**src/rtl/ram_ctrl_pkg.sv**
```systemverilog
// Shared sizing and grant encoding for the capture-RAM arbiter.
package ram_ctrl_pkg;

  localparam int unsigned ADDR_W = 11;
  localparam int unsigned DATA_W = 8;
  localparam logic [ADDR_W-1:0] START_ADDR = '1;

  typedef enum logic [1:0] {GNT_NONE, GNT_WR, GNT_RD} grant_e;

endpackage

```
**src/rtl/wr_ptr_counter.sv**
```systemverilog
// Descending write pointer for the capture RAM; reloads START_ADDR after address 0.
module wr_ptr_counter #(
  parameter int unsigned       ADDR_W     = ram_ctrl_pkg::ADDR_W,
  parameter logic [ADDR_W-1:0] START_ADDR = {ADDR_W{1'b1}}
) (
  input  logic              clk,
  input  logic              reset_n,
  input  logic              clear,
  input  logic              dec,
  output logic [ADDR_W-1:0] ptr,
  output logic              wrap_pulse
);

  logic [ADDR_W-1:0] r_ptr;

  assign wrap_pulse = dec && (r_ptr == '0);
  assign ptr        = r_ptr;

  always_ff @(posedge clk or negedge reset_n) begin
    if (!reset_n) begin
      r_ptr <= START_ADDR;
    end else if (clear) begin
      r_ptr <= START_ADDR;
    end else if (dec) begin
      r_ptr <= wrap_pulse ? START_ADDR : r_ptr - ADDR_W'(1);
    end
  end

endmodule

```
**src/rtl/ram_arbiter.sv**
```systemverilog
// Round-robin arbiter sharing a single-port capture RAM between a descending-address
// writer and a host reader, with fill-level and wrap tracking.
module ram_arbiter #(
  parameter int unsigned       ADDR_W     = ram_ctrl_pkg::ADDR_W,
  parameter int unsigned       DATA_W     = ram_ctrl_pkg::DATA_W,
  parameter logic [ADDR_W-1:0] START_ADDR = {ADDR_W{1'b1}}
) (
  input  logic              clk,
  input  logic              reset_n,
  input  logic              clear,
  input  logic              wr_req,
  input  logic [DATA_W-1:0] wr_data,
  output logic              wr_ack,
  input  logic              rd_req,
  input  logic [ADDR_W-1:0] rd_addr,
  output logic              rd_ack,
  output logic              rd_valid,
  output logic [DATA_W-1:0] rd_data,
  output logic              ram_ena,
  output logic              ram_we,
  output logic [ADDR_W-1:0] ram_addr,
  output logic [DATA_W-1:0] ram_wdata,
  input  logic [DATA_W-1:0] ram_rdata,
  output logic              wrapped,
  output logic [ADDR_W:0]   fill_count
);

  import ram_ctrl_pkg::*;

  localparam logic [ADDR_W:0] FillMax = {1'b1, {ADDR_W{1'b0}}};

  grant_e            w_grant;
  grant_e            r_last_gnt;
  logic [ADDR_W-1:0] w_ptr;
  logic              w_wrap;
  logic              r_ram_ena;
  logic              r_ram_we;
  logic [ADDR_W-1:0] r_ram_addr;
  logic [DATA_W-1:0] r_ram_wdata;
  logic              r_rd_pend;
  logic              r_rd_valid;
  logic [ADDR_W:0]   r_fill;
  logic              r_wrapped;

  always_comb begin
    w_grant = GNT_NONE;
    if (!clear) begin
      if (wr_req && rd_req) begin
        w_grant = (r_last_gnt == GNT_WR) ? GNT_RD : GNT_WR;
      end else if (wr_req) begin
        w_grant = GNT_WR;
      end else if (rd_req) begin
        w_grant = GNT_RD;
      end
    end
  end

  assign wr_ack = (w_grant == GNT_WR);
  assign rd_ack = (w_grant == GNT_RD);

  wr_ptr_counter #(
    .ADDR_W     (ADDR_W),
    .START_ADDR (START_ADDR)
  ) u_wr_ptr_counter (
    .clk        (clk),
    .reset_n    (reset_n),
    .clear      (clear),
    .dec        (wr_ack),
    .ptr        (w_ptr),
    .wrap_pulse (w_wrap)
  );

  // Reset to GNT_RD so the writer wins the first contention.
  always_ff @(posedge clk or negedge reset_n) begin
    if (!reset_n) begin
      r_last_gnt <= GNT_RD;
    end else if (w_grant != GNT_NONE) begin
      r_last_gnt <= w_grant;
    end
  end

  // Address and data hold their last values on idle cycles.
  always_ff @(posedge clk or negedge reset_n) begin
    if (!reset_n) begin
      r_ram_ena   <= 1'b0;
      r_ram_we    <= 1'b0;
      r_ram_addr  <= '0;
      r_ram_wdata <= '0;
    end else begin
      r_ram_ena <= (w_grant != GNT_NONE);
      r_ram_we  <= (w_grant == GNT_WR);
      if (w_grant == GNT_WR) begin
        r_ram_addr  <= w_ptr;
        r_ram_wdata <= wr_data;
      end else if (w_grant == GNT_RD) begin
        r_ram_addr  <= rd_addr;
      end
    end
  end

  // Two stages: RAM access cycle, then the cycle ram_rdata is valid. Clear does not cancel.
  always_ff @(posedge clk or negedge reset_n) begin
    if (!reset_n) begin
      r_rd_pend  <= 1'b0;
      r_rd_valid <= 1'b0;
    end else begin
      r_rd_pend  <= (w_grant == GNT_RD);
      r_rd_valid <= r_rd_pend;
    end
  end

  always_ff @(posedge clk or negedge reset_n) begin
    if (!reset_n) begin
      r_fill    <= '0;
      r_wrapped <= 1'b0;
    end else if (clear) begin
      r_fill    <= '0;
      r_wrapped <= 1'b0;
    end else begin
      if (wr_ack && (r_fill != FillMax)) begin
        r_fill <= r_fill + (ADDR_W + 1)'(1);
      end
      if (w_wrap) begin
        r_wrapped <= 1'b1;
      end
    end
  end

  assign ram_ena    = r_ram_ena;
  assign ram_we     = r_ram_we;
  assign ram_addr   = r_ram_addr;
  assign ram_wdata  = r_ram_wdata;
  assign rd_valid   = r_rd_valid;
  assign rd_data    = ram_rdata;
  assign fill_count = r_fill;
  assign wrapped    = r_wrapped;

endmodule

```
**config.mk**
```make
export PLATFORM = sky130hd
export DESIGN_NAME = ram_arbiter
export DESIGN_NICKNAME = d
export VERILOG_FILES = /design/src/rtl/ram_ctrl_pkg.sv /design/src/rtl/wr_ptr_counter.sv /design/src/rtl/ram_arbiter.sv
export SDC_FILE = /design/constraint.sdc
export NUM_CORES = 1
export LEC_CHECK = 0
export BUFFER_PORTS_ARGS = -buffer_cell sky130_fd_sc_hd__clkbuf_2
export CORE_MARGIN = 2
export CORE_UTILIZATION = 45
export CTS_CLUSTER_DIAMETER = 60
export DETAILED_ROUTE_END_ITERATION = 6
export PLACE_DENSITY_LB_ADDON = 0.15
export SKIP_CTS_REPAIR_TIMING = 1
export SLEW_MARGIN = 20
export SYNTH_ARGS = -nofsm -noshare
export SYNTH_HDL_FRONTEND = slang
export SYNTH_HIERARCHICAL = 1
export SYNTH_SLANG_ARGS = --single-unit
```
**constraint.sdc**
```tcl
create_clock -name clk -period 6.2 [get_ports clk]
set_clock_uncertainty 0.15 [all_clocks]
set_input_delay 0.62 -clock clk [delete_from_list [all_inputs] [get_ports clk]]
set_output_delay 0.62 -clock clk [all_outputs]
set_load 0.01 [all_outputs]
```
# After elaboration in Yosys (flattened, before gate mapping)

Index checks and enable logic that the tools add are counted.

Bits in registers: 49
Input port bits: 32
Output and inout bits: 45
Word-level logic and storage cells: 39

Add/sub/neg operators: 2
Equal/unequal tests: 4
Mux-type cells: 14
Reductions and logical operators: 9

Operators with widths:

| kind                                                                 | number |
|---|---|
| 11-bit two-way mux                                                   | 5 |
| 12-bit two-way mux                                                   | 2 |
| 12-bit by 1-bit adder with 12-bit output, second input constant      | 1 |
| 12-bit inequality test, second input constant                        | 1 |
| 11-bit zero test                                                     | 1 |
| 11-bit by 1-bit subtractor with 11-bit output, second input constant | 1 |
| 2-bit two-way mux                                                    | 5 |
| 2-bit nonzero test                                                   | 5 |
| 2-bit by 1-bit == test with 1-bit output, second input constant      | 2 |
| 1-bit logical AND                                                    | 3 |
| 2-bit == test, second input constant                                 | 1 |
| 1-bit two-way mux                                                    | 2 |

# Depth between registers and ports, before layout

Word-level depth: 9
Depth in mapped cells: 10
Depth with buffers taken out: 8

# Modules after synthesis

The synthesis kept the hierarchy.

Modules (own cells, without submodules):

| module         | instances | cells an instance | area an instance (µm²) | seq. area each (µm²) |
|---|---|---|---|---|
| ram_arbiter    | 1         | 172               | 1858.0                 | 952.2 |
| wr_ptr_counter | 1         | 62                | 649.4                  | 289.0 |

# Least setup slack after synthesis

OpenSTA, ideal clock, no wires.

Path kind: input -> register
From: input clear
To: register r_fill[10] (netlist: fill_count[10])
Library setup time: 0.078 ns
Arrival: 2.420 ns
Required time: 5.972 ns
Path slack: 3.552 ns
Stages: 9
Path buffers: 2
Path through: clkbuf_1 -> nor2b_1 -> o21ai_0 -> inv_1 -> ha_1 -> buf_2 -> nand3_1 -> or4_1 -> a21oi_1

Longest elaborated chain between the ends: 4
Elaborated cells between the ends (all ways): 5
Those cells by class: 1 x eq/ne; 2 x mux; 2 x reduce/logical

Ends and longest elaborated chain:

| item                                     | RTL line           | source |
|---|---|---|
| from (decl)                              | ram_arbiter.sv:10  | `input logic clear,` |
| 2-bit two-way mux                        | ram_arbiter.sv:47  | `if (!clear) begin` |
| named net w_grant[0]                     | ram_arbiter.sv:32  | `grant_e w_grant;` |
| 2-bit by 1-bit == test with 1-bit output | ram_arbiter.sv:58  | `assign wr_ack = (w_grant == GNT_WR);` |
| named net wr_ack                         | ram_arbiter.sv:13  | `output logic wr_ack,` |
| 1-bit logical AND                        | ram_arbiter.sv:120 | `if (wr_ack && (r_fill != FillMax)) begin` |
| 2-bit nonzero test (no line)             | -                  |  |
| to (signal assigned)                     | ram_arbiter.sv:121 | `r_fill <= r_fill + (ADDR_W + 1)'(1);` |
| to (decl)                                | ram_arbiter.sv:42  | `logic [ADDR_W:0] r_fill;` |

The timed path passes the listed nets, and every way through them passes these cells.
A chain may end at the register's enable or synchronous reset.

# Worst setup path after layout

From: input clear
To: register r_fill[10] (netlist: fill_count[10])

Longest elaborated chain between the ends: 4
Elaborated cells between the ends (all ways): 5
Those cells by class: 1 x eq/ne; 2 x mux; 2 x reduce/logical

Ends and longest elaborated chain:

| item                                     | RTL line |
|---|---|
| 2-bit two-way mux                        | ram_arbiter.sv:47 |
| named net w_grant[0]                     | ram_arbiter.sv:32 |
| 2-bit by 1-bit == test with 1-bit output | ram_arbiter.sv:58 |
| 1-bit logical AND                        | ram_arbiter.sv:120 |
| 2-bit nonzero test (no line)             | - |

The timed path passes the listed nets, and every way through them passes these cells.

==> out/results.ini <==
[status]
outcome=finished, final reports clean

[drt]
wl_um=5020
drc=0
drt_pass1_iterations=4
viasPerCell=5.19
num_vias=1869
drt_first_iter_violations=119
ant_nets=0
wire_per_inst_um=13.9

[worst_setup_path]
critPathCaptureType=register
reg2reg_slack_ns=3.51
cp_data_arrival_time_ns=2.96
startpoint_type=input port
crit_type=input port to register
worstPathMaxFanout=32
crit_start=clear
r2r_start=r_last_gnt[1]
required_ns=6.28
r2r_end=fill_count[10]
reg2reg_depth=8

[synthesis]
synth-xor-area-share=0.0314
synth-edff-count=0
synth_common_cells=37 x dfrtp_1, 22 x nor2_1, 20 x a21oi_1
synthMuxAreaShare=0.0883
synthAdderAreaFrac=0.0349
syn_nets=273
synth_top_family_by_area=simple AND/OR/NAND/NOR gates
yosysSeqAreaShare=0.495
yosysUniqueCellTypes=49
synth_largest_area_cell=dfrtp_1
yosys.area_share.simple=0.205
synthTopCellsByArea=dfrtp_1 37%, dfstp_2 13%, mux2i_1 4.8%, mux2_2 4.0%, a21oi_1 4.0%
syn_avg_cell_area_um2=10.7
ys_ff_latch=49
async_flop_share=1.00
syn_inst=234
ys_warn_count=6
synth.most_common_cell=dfrtp_1
netlist.area_leader.share=0.369
netlist_area_um2=2510
synth_ff_type=dfrtp_1
synth_compound_area_frac=0.0928

[sta]
rsz0062_at_grt=no
worst_pin_slew_ns=0.649
timing.final.crit_period_ns=2.88
relSlewSlack=0.563
setup_tns_ns=0
hold_violations=0
setup_viol=0
fmax_mhz=347
drv_slew=0
fin_crit_sh=0.465

[global_routing]
grt_max_degree=50
grtUsageTotal=0.178
antenna_found_initial=0
overflow=0
grt_pass1_vias=1859
grt_first_pass_wirelength_um=8650

[floorplan]
core_um2=5440
ioPinCount=77
initial_core_util=0.461
die_w_um=78.6
dieArea_um2=6190
row_count=27
fp.dieH_um=78.6

[cts]
clk_latency_ns=0.31
cts.sinks=49
cts_buffer_depth=2
cts_root_buffer=clkbuf_8
clk_pin_slew_worst_paths_ns=0.09
cts_buffers=5
cts_tree=built
htreeDepth=2

[cells_and_area]
area_growth_pct=15.9
final_nets=326
drive_above_1_share=0.361
diodes=0

[power]
p_total_mw=0.688
p_per_area_nw_per_um2=237
cellLeakagePower_nw=1.34
irDropWorstVdd_uv=136

[worst_hold_path]
min_path_type=register to register
min_to=rd_valid
hp-start=r_rd_pend
min_path_cells=0

[place]
routabilityCongestion=0.761
dp_hpwl_um=3520
io_buffers=60

[run]
maxCapViolCount=0

-- report_power, final --
part | internal (mW) | total (mW) | switching (mW) | leakage, nW
Sequential | 0.356 | 0.376 | 0.0196 | 0.585
Combinational | 0.0558 | 0.124 | 0.0685 | 0.718
Clock | 0.0796 | 0.188 | 0.108 | 0.0374
-- sequential cells by signal, indices dropped and copies added, names as in the netlist --
| register | cells |
|---|---|
| fill_count | 12 |
| r_last_gnt | 2 |
| r_rd_pend | 1 |
| ram_addr | 11 |
| ram_ena | 1 |
| ram_wdata | 8 |
| ram_we | 1 |
| rd_valid | 1 |
| u_wr_ptr_counter/ptr | 11 |
| wrapped | 1 |
-- area by class of cell --
cell class	count	area, um^2
clock buffers	6	72.6
repair buffers	62	315
multi-input cells	159	1130
well taps	72	90.1
inverters	10	37.5
flip-flops and latches	49	1240
clock inverters	2	15.0
fillers	522	2530
-- kinds of logic (layout without fill, tap and decap cells) --
logic type               Yosys count  in the layout
multiplexers                      21             21
AO/OA/AOI/OAI                     38             38
AND/OR/NAND/NOR                   84             84
buffers and inverters             26             80
adder cells (fa/ha/maj)            7              7
XOR/XNOR                           9              9
flip-flops                        49             49
-- through the flow --
stage | hold WS [ns] | setup slack (ns) | instances | cell area, um^2 | util
floorplan | 0.174 | 3.55 | 234 | 2510 | -
CTS | 0.232 | 3.31 | 360 | 2910 | 0.534
detailed placement | 0.210 | 3.01 | 352 | 2820 | 0.518
global route | 0.253 | 3.10 | 360 | 2910 | 0.534
finish | 0.220 | 3.32 | 360 | 2910 | 0.534
global placement | 0.188 | 3.09 | 352 | 2820 | 0.518
-- worst max-delay path by stage --
stage / to / cells past startpoint
after floorplan: fill_count[10] / 9
after global placement: fill_count[10] / 9
after detailed placement: fill_count[10] / 9
after CTS: fill_count[10] / 9
after global routing: fill_count[10] / 9
final: fill_count[10] / 9
-- worst max-delay path, cell delays in order --
cell      delay (ns)
clkbuf_2        0.31
nor2b_1         0.18
o21ai_0         0.19
inv_1           0.10
ha_1            0.22
buf_4           0.40
nand3_1         0.21
or4_1           0.53
a21oi_1         0.14
-- per-layer routing --
metal  wire length (um)  part of all wire  track usage  vias up
met5                  0                 0            0        -
met4                 70             0.014       0.0649        0
met3                224             0.045       0.0437        5
met2               2590              0.52        0.302       41
met1               2140              0.43        0.220      902
li1                   -                 -            -      921
-- cells in the final DEF (no fill, tap or decap), types with 3 or more instances in the layout --
master / n
ha_1: 7
mux2_2: 9
nand4_1: 3
nand2_1: 17
nand3_1: 5
nor2b_1: 3
inv_1: 10
dfrtp_1: 37
a21oi_1: 20
or3_1: 5
mux2i_1: 12
nand2b_1: 3
xor2_1: 8
nor4_1: 3
dfstp_2: 12
clkbuf_2: 60
clkbuf_8: 5
nor2_1: 22
o21ai_0: 8
(Power assumes the default switching activity.)
